### src/rtl/adaptive_filter_pkg.sv
// adaptive_filter_pkg
//   Shared definitions for the adaptive FIR datapaths (output MAC and weight
//   update). Holds the default word format, accumulator width, output
//   saturation bounds and the output-MAC FSM state encoding.
package adaptive_filter_pkg;

  localparam int WIDTH = 16;  // sample / weight / output word width
  localparam int QP    = 12;  // fractional bits, 1.0 = 1 << QP
  localparam int TAPS  = 8;   // filter length
  localparam int GUARD = 4;   // accumulator guard bits (>= clog2(TAPS))
  localparam int AW    = 3;   // tap / weight address width (clog2(TAPS))

  // Full-precision product plus guard bits: a sum of TAPS products never wraps.
  localparam int ACC_W = 2 * WIDTH + GUARD;

  // Output saturation bounds for the default word width.
  localparam logic signed [WIDTH-1:0] SAT_MAX = {1'b0, {(WIDTH-1){1'b1}}};
  localparam logic signed [WIDTH-1:0] SAT_MIN = {1'b1, {(WIDTH-1){1'b0}}};

  typedef enum logic [1:0] {
    ST_IDLE = 2'd0,
    ST_READ = 2'd1,
    ST_LAST = 2'd2,
    ST_OUT  = 2'd3
  } fir_state_e;

endpackage

### src/rtl/fir_output_mac_round_sat.sv
// round_sat
//   Combinational conversion of a wide signed accumulator to a WIDTH-bit
//   Q(WIDTH-QP).QP result: add half an LSB (round half toward +inf), shift
//   right arithmetically by QP, then clamp to the signed WIDTH-bit range.
//   Ports:
//     acc_i  ACC_W  signed accumulator value
//     y_o    WIDTH  rounded, saturated result
import adaptive_filter_pkg::*;

module round_sat #(
  parameter int WIDTH = adaptive_filter_pkg::WIDTH,
  parameter int QP    = adaptive_filter_pkg::QP,
  parameter int ACC_W = adaptive_filter_pkg::ACC_W
) (
  input  logic [ACC_W-1:0] acc_i,
  output logic [WIDTH-1:0] y_o
);

  // One extra bit so adding the rounding constant cannot overflow.
  localparam int EXT_W = ACC_W + 1;

  localparam logic signed [EXT_W-1:0] RND =
    {{(EXT_W-QP){1'b0}}, 1'b1, {(QP-1){1'b0}}};
  localparam logic signed [WIDTH-1:0] Y_MAX = {1'b0, {(WIDTH-1){1'b1}}};
  localparam logic signed [WIDTH-1:0] Y_MIN = {1'b1, {(WIDTH-1){1'b0}}};
  localparam logic signed [EXT_W-1:0] MAX_E =
    {{(EXT_W-WIDTH){Y_MAX[WIDTH-1]}}, Y_MAX};
  localparam logic signed [EXT_W-1:0] MIN_E =
    {{(EXT_W-WIDTH){Y_MIN[WIDTH-1]}}, Y_MIN};

  logic signed [EXT_W-1:0] rounded;
  logic signed [EXT_W-1:0] shifted;

  always_comb begin
    rounded = $signed({acc_i[ACC_W-1], acc_i}) + RND;
    shifted = rounded >>> QP;
    if (shifted > MAX_E) begin
      y_o = Y_MAX;
    end else if (shifted < MIN_E) begin
      y_o = Y_MIN;
    end else begin
      y_o = shifted[WIDTH-1:0];
    end
  end

endmodule

### src/rtl/fir_output_mac.sv
// fir_output_mac
//   Time-multiplexed FIR output stage: y(n) = sum_k w_k * x(n-k), using one
//   multiplier and one accumulator. Weights are read one tap per cycle from an
//   external bank with 1-cycle read latency. The module owns the tap delay
//   line and exposes any tap combinationally for the weight-update datapath.
//   Ports:
//     clk, reset    clock, synchronous active-high reset
//     x_in/x_valid  new sample and its one-cycle strobe
//     w_addr/w_rd_en/w_data  weight bank read port (data valid next cycle)
//     tap_sel/tap_data       delay-line tap read for the update path
//     y_out/y_valid          result (held) and its one-cycle update pulse
//     busy          high while a result is being computed (READ, LAST)
//     overrun       one-cycle pulse, one cycle after a dropped sample
//     dbg_state_o   current FSM state
//
//   Handshake: x_valid is a strobe with no backpressure. A strobe seen in IDLE
//   is accepted; a strobe in any other state is dropped, leaves the delay line
//   untouched, and is reported on overrun the following cycle.
import adaptive_filter_pkg::*;

module fir_output_mac #(
  parameter int WIDTH = adaptive_filter_pkg::WIDTH,
  parameter int QP    = adaptive_filter_pkg::QP,
  parameter int TAPS  = adaptive_filter_pkg::TAPS,
  parameter int GUARD = adaptive_filter_pkg::GUARD,
  parameter int AW    = adaptive_filter_pkg::AW
) (
  input  logic             clk,
  input  logic             reset,
  input  logic [WIDTH-1:0] x_in,
  input  logic             x_valid,
  output logic [AW-1:0]    w_addr,
  output logic             w_rd_en,
  input  logic [WIDTH-1:0] w_data,
  input  logic [AW-1:0]    tap_sel,
  output logic [WIDTH-1:0] tap_data,
  output logic [WIDTH-1:0] y_out,
  output logic             y_valid,
  output logic             busy,
  output logic             overrun,
  output logic [1:0]       dbg_state_o
);

  localparam int           ACC_L  = 2 * WIDTH + GUARD;
  localparam logic [AW-1:0] K_LAST = AW'(TAPS - 1);

  fir_state_e state_q, state_d;
  logic [AW-1:0]     k_q, k_d;
  logic [WIDTH-1:0]  taps_q [TAPS];
  logic [WIDTH-1:0]  x_pipe_q;     // tap value aligned with w_data
  logic              pipe_vld_q;   // x_pipe_q/w_data hold a product to add
  logic [ACC_L-1:0]  acc_q, acc_d;
  logic [WIDTH-1:0]  y_out_q;
  logic              y_valid_q;
  logic              overrun_q;

  logic              accept;
  logic signed [2*WIDTH-1:0] prod;
  logic [ACC_L-1:0]  acc_sum;
  logic [WIDTH-1:0]  y_sat;

  assign accept  = (state_q == ST_IDLE) && x_valid;
  assign prod    = $signed(w_data) * $signed(x_pipe_q);
  assign acc_sum = acc_q + {{GUARD{prod[2*WIDTH-1]}}, prod};

  // The final product is folded in during LAST, so the rounded result of
  // acc_sum is registered on the LAST->OUT edge and is visible in OUT.
  round_sat #(.WIDTH(WIDTH), .QP(QP), .ACC_W(ACC_L)) u_round_sat (
    .acc_i (acc_sum),
    .y_o   (y_sat)
  );

  // State register
  always_ff @(posedge clk) begin
    if (reset) begin
      state_q <= ST_IDLE;
      k_q     <= '0;
    end else begin
      state_q <= state_d;
      k_q     <= k_d;
    end
  end

  // Datapath registers
  always_ff @(posedge clk) begin
    if (reset) begin
      for (int i = 0; i < TAPS; i++) taps_q[i] <= '0;
      x_pipe_q   <= '0;
      pipe_vld_q <= 1'b0;
      acc_q      <= '0;
      y_out_q    <= '0;
      y_valid_q  <= 1'b0;
      overrun_q  <= 1'b0;
    end else begin
      if (accept) begin
        taps_q[0] <= x_in;
        for (int i = 1; i < TAPS; i++) taps_q[i] <= taps_q[i-1];
      end
      acc_q      <= acc_d;
      x_pipe_q   <= (state_q == ST_READ) ? taps_q[k_q] : '0;
      pipe_vld_q <= (state_q == ST_READ);
      y_valid_q  <= (state_q == ST_LAST);
      if (state_q == ST_LAST) y_out_q <= y_sat;
      overrun_q  <= x_valid && (state_q != ST_IDLE);
    end
  end

  always_comb begin
    acc_d = acc_q;
    if (accept) begin
      acc_d = '0;
    end else if (pipe_vld_q) begin
      acc_d = acc_sum;
    end
  end

  // Next-state logic
  always_comb begin
    state_d = state_q;
    k_d     = k_q;
    case (state_q)
      ST_IDLE: begin
        if (x_valid) begin
          state_d = ST_READ;
          k_d     = '0;
        end
      end
      ST_READ: begin
        if (k_q == K_LAST) begin
          state_d = ST_LAST;
        end else begin
          k_d = k_q + 1'b1;
        end
      end
      ST_LAST: state_d = ST_OUT;
      ST_OUT:  state_d = ST_IDLE;
      default: state_d = ST_IDLE;
    endcase
  end

  // Output logic
  always_comb begin
    w_rd_en     = 1'b0;
    w_addr      = '0;
    busy        = 1'b0;
    case (state_q)
      ST_READ: begin
        w_rd_en = 1'b1;
        w_addr  = k_q;
        busy    = 1'b1;
      end
      ST_LAST: busy = 1'b1;
      default: ;
    endcase
    tap_data    = taps_q[tap_sel];
    y_out       = y_out_q;
    y_valid     = y_valid_q;
    overrun     = overrun_q;
    dbg_state_o = state_q;
  end

endmodule

### config.mk
export PLATFORM = sky130hd
export DESIGN_NAME = fir_output_mac
export DESIGN_NICKNAME = d
export VERILOG_FILES = /design/src/rtl/adaptive_filter_pkg.sv /design/src/rtl/fir_output_mac_round_sat.sv /design/src/rtl/fir_output_mac.sv
export SDC_FILE = /design/constraint.sdc
export NUM_CORES = 1
export LEC_CHECK = 0
export BUFFER_PORTS_ARGS = -buffer_cell sky130_fd_sc_hd__buf_4
export CAP_MARGIN = 10
export CORE_MARGIN = 2
export CORE_UTILIZATION = 58
export CTS_CLUSTER_SIZE = 10
export DETAILED_ROUTE_END_ITERATION = 8
export PLACE_DENSITY = 0.76
export SLEW_MARGIN = 20
export SYNTH_ARGS = -nofsm -noshare
export SYNTH_HDL_FRONTEND = slang
export SYNTH_SLANG_ARGS = --single-unit
### constraint.sdc
create_clock -name clk -period 10.1 [get_ports clk]
set_clock_uncertainty 0.15 [all_clocks]
set_input_delay 0.505 -clock clk [delete_from_list [all_inputs] [get_ports clk]]
set_output_delay 0.505 -clock clk [all_outputs]
set_load 0.01 [all_outputs]
Word level (Yosys, flattened, before mapping)
Memory sizes are Yosys's and may differ from the RTL's. A register that Yosys moved wholly into a read port is not among the register bits.
Index checks and enable logic that the tools add are counted.

cells by class
  add/subtract/negate cells = 3
  multiply operators = 1
  div/mod/pow operators = 0
  order comparisons = 2
  equality and inequality tests = 7
  shift-type cells = 0
  muxes and demuxes = 24
  bitwise operators = 9
  reduce and logical (&&, ||, !) cells = 10

operators by type and width
  kind                                                   number
  2-to-1 mux 16 bit                                      10
  adder 36 x 13 -> 37 bit (second input constant)        1
  adder 36 bit                                           1
  multiplier 16 x 16 -> 32 bit                           1
  > comparator 25 x 16 -> 1 bit (second input constant)  1
  < comparator 25 x 16 -> 1 bit (second input constant)  1
  2-to-1 mux 3 bit                                       3
  OR 1 bit                                               8
  one-hot mux 2 bit (4 select lines)                     1
  2-to-1 mux 1 bit                                       7
  one-hot mux 3 bit (2 select lines)                     1
  OR reduction 2 bit                                     3
  == test 2 bit (second input constant)                  2
  2-to-1 mux 2 bit                                       2
  != test 2 bit (second input constant)                  2
  nonzero test 2 bit                                     2
  adder 3 x 1 -> 3 bit (second input constant)           1
  == test 3 bit (second input constant)                  1
  AND reduction 3 bit                                    1
  == test 2 x 1 -> 1 bit (second input constant)         1
  logical AND 1 bit                                      2
  zero test 2 bit                                        1
  != test 2 x 1 -> 1 bit (second input constant)         1
  AND reduction 2 bit                                    1
  NOT 1 bit                                              1

storage, ports and cells
  register bits after elaboration = 60
  bits in latches = 0
  bits in writable memories = 128
  ROM bits = 0
  input port bits = 38
  memories kept = 1

memory list
  name    depth  width  read ports  clocked after memory_dff  write ports  line                  text
  taps_q  8      16     9           1                         8            fir_output_mac.sv:49  logic [WIDTH-1:0] taps_q [TAPS];

Depth between registers and ports, before layout
  word-level depth = 6
  mapped depth = 43

Hierarchy
A second synthesis with hierarchy kept.

second synthesis, totals
  cell total of the unflattened synthesis = 2085
  area total of the unflattened synthesis = 21456.8 sq um

by module, submodules not included
  module          instances  cells each  area an instance (sq um)  seq. area each (sq um)
  fir_output_mac  1          1994        20836.2                   5365.1
  round_sat       1          91          620.6                     0.0

Least setup slack after synthesis
Ideal clock, no wire load.

  path type = in2reg
  start = input port w_data[7]
  end = register y_out_q[10] (netlist: y_out[10])
  arrival = 9.708 ns
  required time = 9.813 ns
  setup slack = 0.106 ns
  stages = 40
  path buffers = 4
  cells stage by stage = clkbuf_1 and2_1 fa_1 inv_1 fa_1 fa_1 fa_1 inv_1 fa_1 inv_1 fa_1 inv_1 ha_1 clkbuf_1 a21o_1 a21oi_1 nand2_1 a41oi_1 (+4 left out) a21o_1 a21oi_1 xnor2_1 ha_1 clkbuf_1 a21oi_1 o21ai_0 or2_2 o21ai_0 xnor2_1 nand2_1 or4_4 mux2_4 a2111oi_4 o22ai_2 a21oi_4 buf_6 o21ai_2

between the ends
  longest elaborated chain between the ends = 6
  elaborated cells on any way between the ends = 7
  classes of those cells = add/sub (2); mul (1); order compare (2); mux (2)

ends and longest elaborated chain
  what                            line                            text
  start, declared                 fir_output_mac.sv:34            input logic [WIDTH-1:0] w_data,
  multiplier 16 x 16 -> 32 bit *  fir_output_mac.sv:63            assign prod = $signed(w_data) * $signed(x_pipe_q);
  adder 36 bit *                  fir_output_mac.sv:64            assign acc_sum = acc_q + {{GUARD{prod[2*WIDTH-1]}}, prod};
  adder 36 x 13 -> 37 bit *       fir_output_mac_round_sat.sv:35  rounded = $signed({acc_i[ACC_W-1], acc_i}) + RND;
  < comparator 25 x 16 -> 1 bit   fir_output_mac_round_sat.sv:39  end else if (shifted < MIN_E) begin
  2-to-1 mux 16 bit               fir_output_mac_round_sat.sv:39
  2-to-1 mux 16 bit *             fir_output_mac_round_sat.sv:37  if (shifted > MAX_E) begin
  end signal, assigned            fir_output_mac.sv:103           if (state_q == ST_LAST) y_out_q <= y_sat;
  end, declared                   fir_output_mac.sv:53            logic [WIDTH-1:0] y_out_q;

Mark *: on every way between the ends. The rest lies on a longest branch, timed or not.
A chain may end at the register's enable or synchronous reset.

Final worst setup path
  start = register x_pipe_q[3], read port of taps_q
  end = register y_out_q[3] (netlist: y_out[3])

between the ends
  longest elaborated chain between the ends = 6
  elaborated cells on any way between the ends = 7
  classes of those cells = add/sub (2); mul (1); order compare (2); mux (2)

ends and longest elaborated chain
  what                            line                            text
  start, declared                 fir_output_mac.sv:50            logic [WIDTH-1:0] x_pipe_q;
  multiplier 16 x 16 -> 32 bit *  fir_output_mac.sv:63
  adder 36 bit *                  fir_output_mac.sv:64
  adder 36 x 13 -> 37 bit *       fir_output_mac_round_sat.sv:35
  < comparator 25 x 16 -> 1 bit   fir_output_mac_round_sat.sv:39
  2-to-1 mux 16 bit               fir_output_mac_round_sat.sv:39
  2-to-1 mux 16 bit *             fir_output_mac_round_sat.sv:37

Marked as above.

==> flow_metrics.tcl <==
set metrics [dict create \
    status "finished clean" \
    synth_mux_area_share_pct 9.86 \
    root_buffer "clkbuf_16" \
    max_slew.worst_pin.slew_ns 1.02 \
    route.final.wire_length_mm 50.3 \
    p_leak_nw 11.0 \
    cp_max_fo 13 \
    fin_crit_sh_pct 96.0 \
    start_util_pct 58.8 \
    viasPerCell 5.72 \
    cpMaxStageDelayCell "fa_1" \
    required_ns 10.34 \
    synth_top_family_by_area "adder cells" \
    clk_latency_ns 0.54 \
    synthXorXnorAreaFrac_pct 3.07 \
    io_pins 79 \
    post_cts_buffers 0 \
    yosys.cell_types.count 86 \
    rows 71 \
    cp.arrival_ns 9.94 \
    fill_cells 2950 \
    clk_path_buf_depth 3 \
    yosys_warnings 0 \
    synthTopCellsByArea "fa_1 (24%), edfxtp_1 (17%), ha_1 (7.0%), dfxtp_1 (6.9%), and2_1 (6.6%)" \
    synth_top_area_share_pct 23.8 \
    layout_min_cycle_time_ns 9.70 \
    layout.cells.non_filler 2788 \
    grt_pass1_wl_mm 83.8 \
    core-area_sq_um 37600 \
    yosys.area_share.simple_pct 16.1 \
    nNetsFinal 2685 \
    grt_max_degree 97 \
    netlist_area_sq_um 22100 \
    cp_slowest_stage_delay_ns 0.55 \
    synth_area_leader_cell "fa_1" \
    numCtsBuffers 25 \
    avgSynthCellArea_sq_um 10.2 \
    dp_hpwl_mm 38.7 \
    synth_flop_cell "edfxtp_1" \
    drc 0 \
    cts_sinks 204 \
    syn_inst 2167 \
    crit_type "reg2reg" \
    cp_common_cell "fa_1" \
    drive_gt1_share_pct 15.4 \
    setup.worst_path.end_class "flip-flop" \
    cts_hold_buf 0 \
    die_area_sq_um 39700 \
    clk_pin_slew_ns 0.05 \
    setup_viol 0 \
    relSlewSlack_pct 32.0 \
    cts_tree "yes" \
    wire_per_inst_um 18.0 \
    syn_nets 2592 \
    antenna_left 0 \
    antenna_found_initial 1 \
    die_w_um 199 \
    ys_seq_area_share_pct 24.3 \
    ys_async_sr_fraction_pct 0 \
    final-hold-violation-count 0 \
    drv_cap 0 \
    hp-class "in2reg" \
    drtIter0Drc 944 \
    fin_ws_ns 0.401 \
    drv_slew 0 \
    vias 15900 \
    post-place-ws_ns -0.0401 \
    synth_fa_ha_area_share_pct 30.9 \
    multi_input_area_sq_um 15200 \
    grt.total_usage_pct 26.6 \
    grt.overflow.total 0 \
    synth-edff-count 128 \
    cts_htree_levels 1 \
    grt_pass1_vias 16700 \
    startpoint_type "flip-flop" \
    max_freq_mhz 103 \
    area_delta_synth_final_pct 11.1 \
    die_h_um 199 \
    ys_ff_latch 204 \
    antennaDiodeCount 0 \
    dp_cells 2743 \
    synth_compound_area_share_pct 8.29 \
    total_power_mw 6.25 \
    register_area_sq_um 5390 \
    ir_worst_vdd_mv 0.243 \
    port_buffers 78 \
    p_per_area_nw_per_um2 255 \
    firstDrtPassIters 5 \
    routabilityCongestion 0.907 \
]
worst max-delay path: cells and delay by family, from the launching register on:
kind / cells / cell delay, ns
buf+inv: 8 / 0.88
mux: 1 / 0.33
compound gates: 12 / 2.53
fa+ha+maj: 8 / 3.94
simple gates: 5 / 1.05
flops: 1 / 0.38
xor+xnor: 2 / 0.27
state kept, by name, summed over array words and instances (netlist names):
name and flops:
x_pipe_q 16, acc_q 36, y_out 16, dbg_state_o 2, overrun 1, y_valid 1
taps_q 128, k_q 3, pipe_vld_q 1
layer usage:
layer	vias to the layer above	global-route usage [%]	share of wire (%)
met2	454	46.4	51
met1	8014	34.9	41
met3	99	3.11	4.9
met5	-	0	0
met4	0	8.40	2.8
li1	7375	-	-
worst paths after layout:
check	from	to	slack, ns	cells after the start
hold reg to reg	acc_q[27]$_SDFFE_PP0P_	acc_q[27]$_SDFFE_PP0P_	0.33	2
setup reg to reg	x_pipe_q[3]$_SDFF_PP0_	y_out[3]$_SDFFE_PP0P_	0.40	36
setup / recovery	x_pipe_q[3]$_SDFF_PP0_	y_out[3]$_SDFFE_PP0P_	0.40	36
hold / removal	x_in[1]	taps_q[0][1]$_SDFFCE_PN0P_	0.09	2
per-stage QoR:
step                TNS [ns]  area (sq um)  util (%)  hold slack, ns
detailed placement   -0.0944         23600      62.9           0.322
finish                     0         24500      65.3          0.0915
CTS                        0         24400      64.9          0.0697
global placement           0         23600      62.9           0.318
global route         -0.0983         24500      65.3          0.0874
floorplan                  0         22100         -           0.305
layout by cell type (no fill, tap or decap), drive strengths merged, types with 5 or more instances in the layout:
master / n
a211oi: 12
nand4: 16
o31ai: 6
nor2b: 35
mux2: 17
a21o: 24
and4: 8
o211ai: 7
dfxtp: 76
or3: 7
xor2: 13
nor2: 104
mux4: 64
clkbuf: 41
fa: 263
and2: 233
o21a: 7
ha: 124
nor3: 19
nand2: 174
edfxtp: 128
nand2b: 18
inv: 334
a22oi: 18
nor4: 12
mux2i: 54
o2111ai: 5
a21oi: 71
buf: 169
xnor2: 61
nand3: 21
and3: 10
o21ai: 57
cell usage after synthesis, types with 24 or more instances:
library cell / instances
mux4_2: 64
xnor2_1: 60
dfxtp_1: 76
and2_1: 233
nor2b_1: 35
a21oi_1: 69
mux2i_1: 54
o21ai_0: 42
nor2_1: 104
a21o_1: 24
edfxtp_1: 128
clkbuf_1: 83
fa_1: 263
ha_1: 124
nand2_1: 174
inv_1: 334
area by class of cell:
class	count	area share, %
well taps	511	2.61
clock buffers	41	2.84
repair buffers	169	5.46
inverters	334	5.11
flip-flops and latches	204	22.0
clock inverters	3	0.163
multi-input cells	1526	61.9
logic make-up (layout without fill, tap and decap cells):
kind of cell / after synthesis / in the layout
AND/OR/NAND/NOR: 675 / 675
AO/OA/AOI/OAI: 254 / 254
multiplexers: 135 / 135
flip-flops: 204 / 204
buffers and inverters: 437 / 547
adder cells (fa/ha/maj): 387 / 387
XOR/XNOR: 75 / 75
what timing repair did:
| item | CTS | global route |
|---|---|---|
| endpoints found under the setup margin | 0 | 16 |
| resized for setup | 0 | 36 |
| endpoints found under the hold margin | 0 | 0 |
power by group:
group	switching [mW]	leakage [nW]	internal, mW
clock network	0.335	0.355	0.490
logic	2.30	8.69	1.81
registers	0.180	2.00	1.14
total	2.82	11.0	3.43
Power figures use the tool's default switching activity.
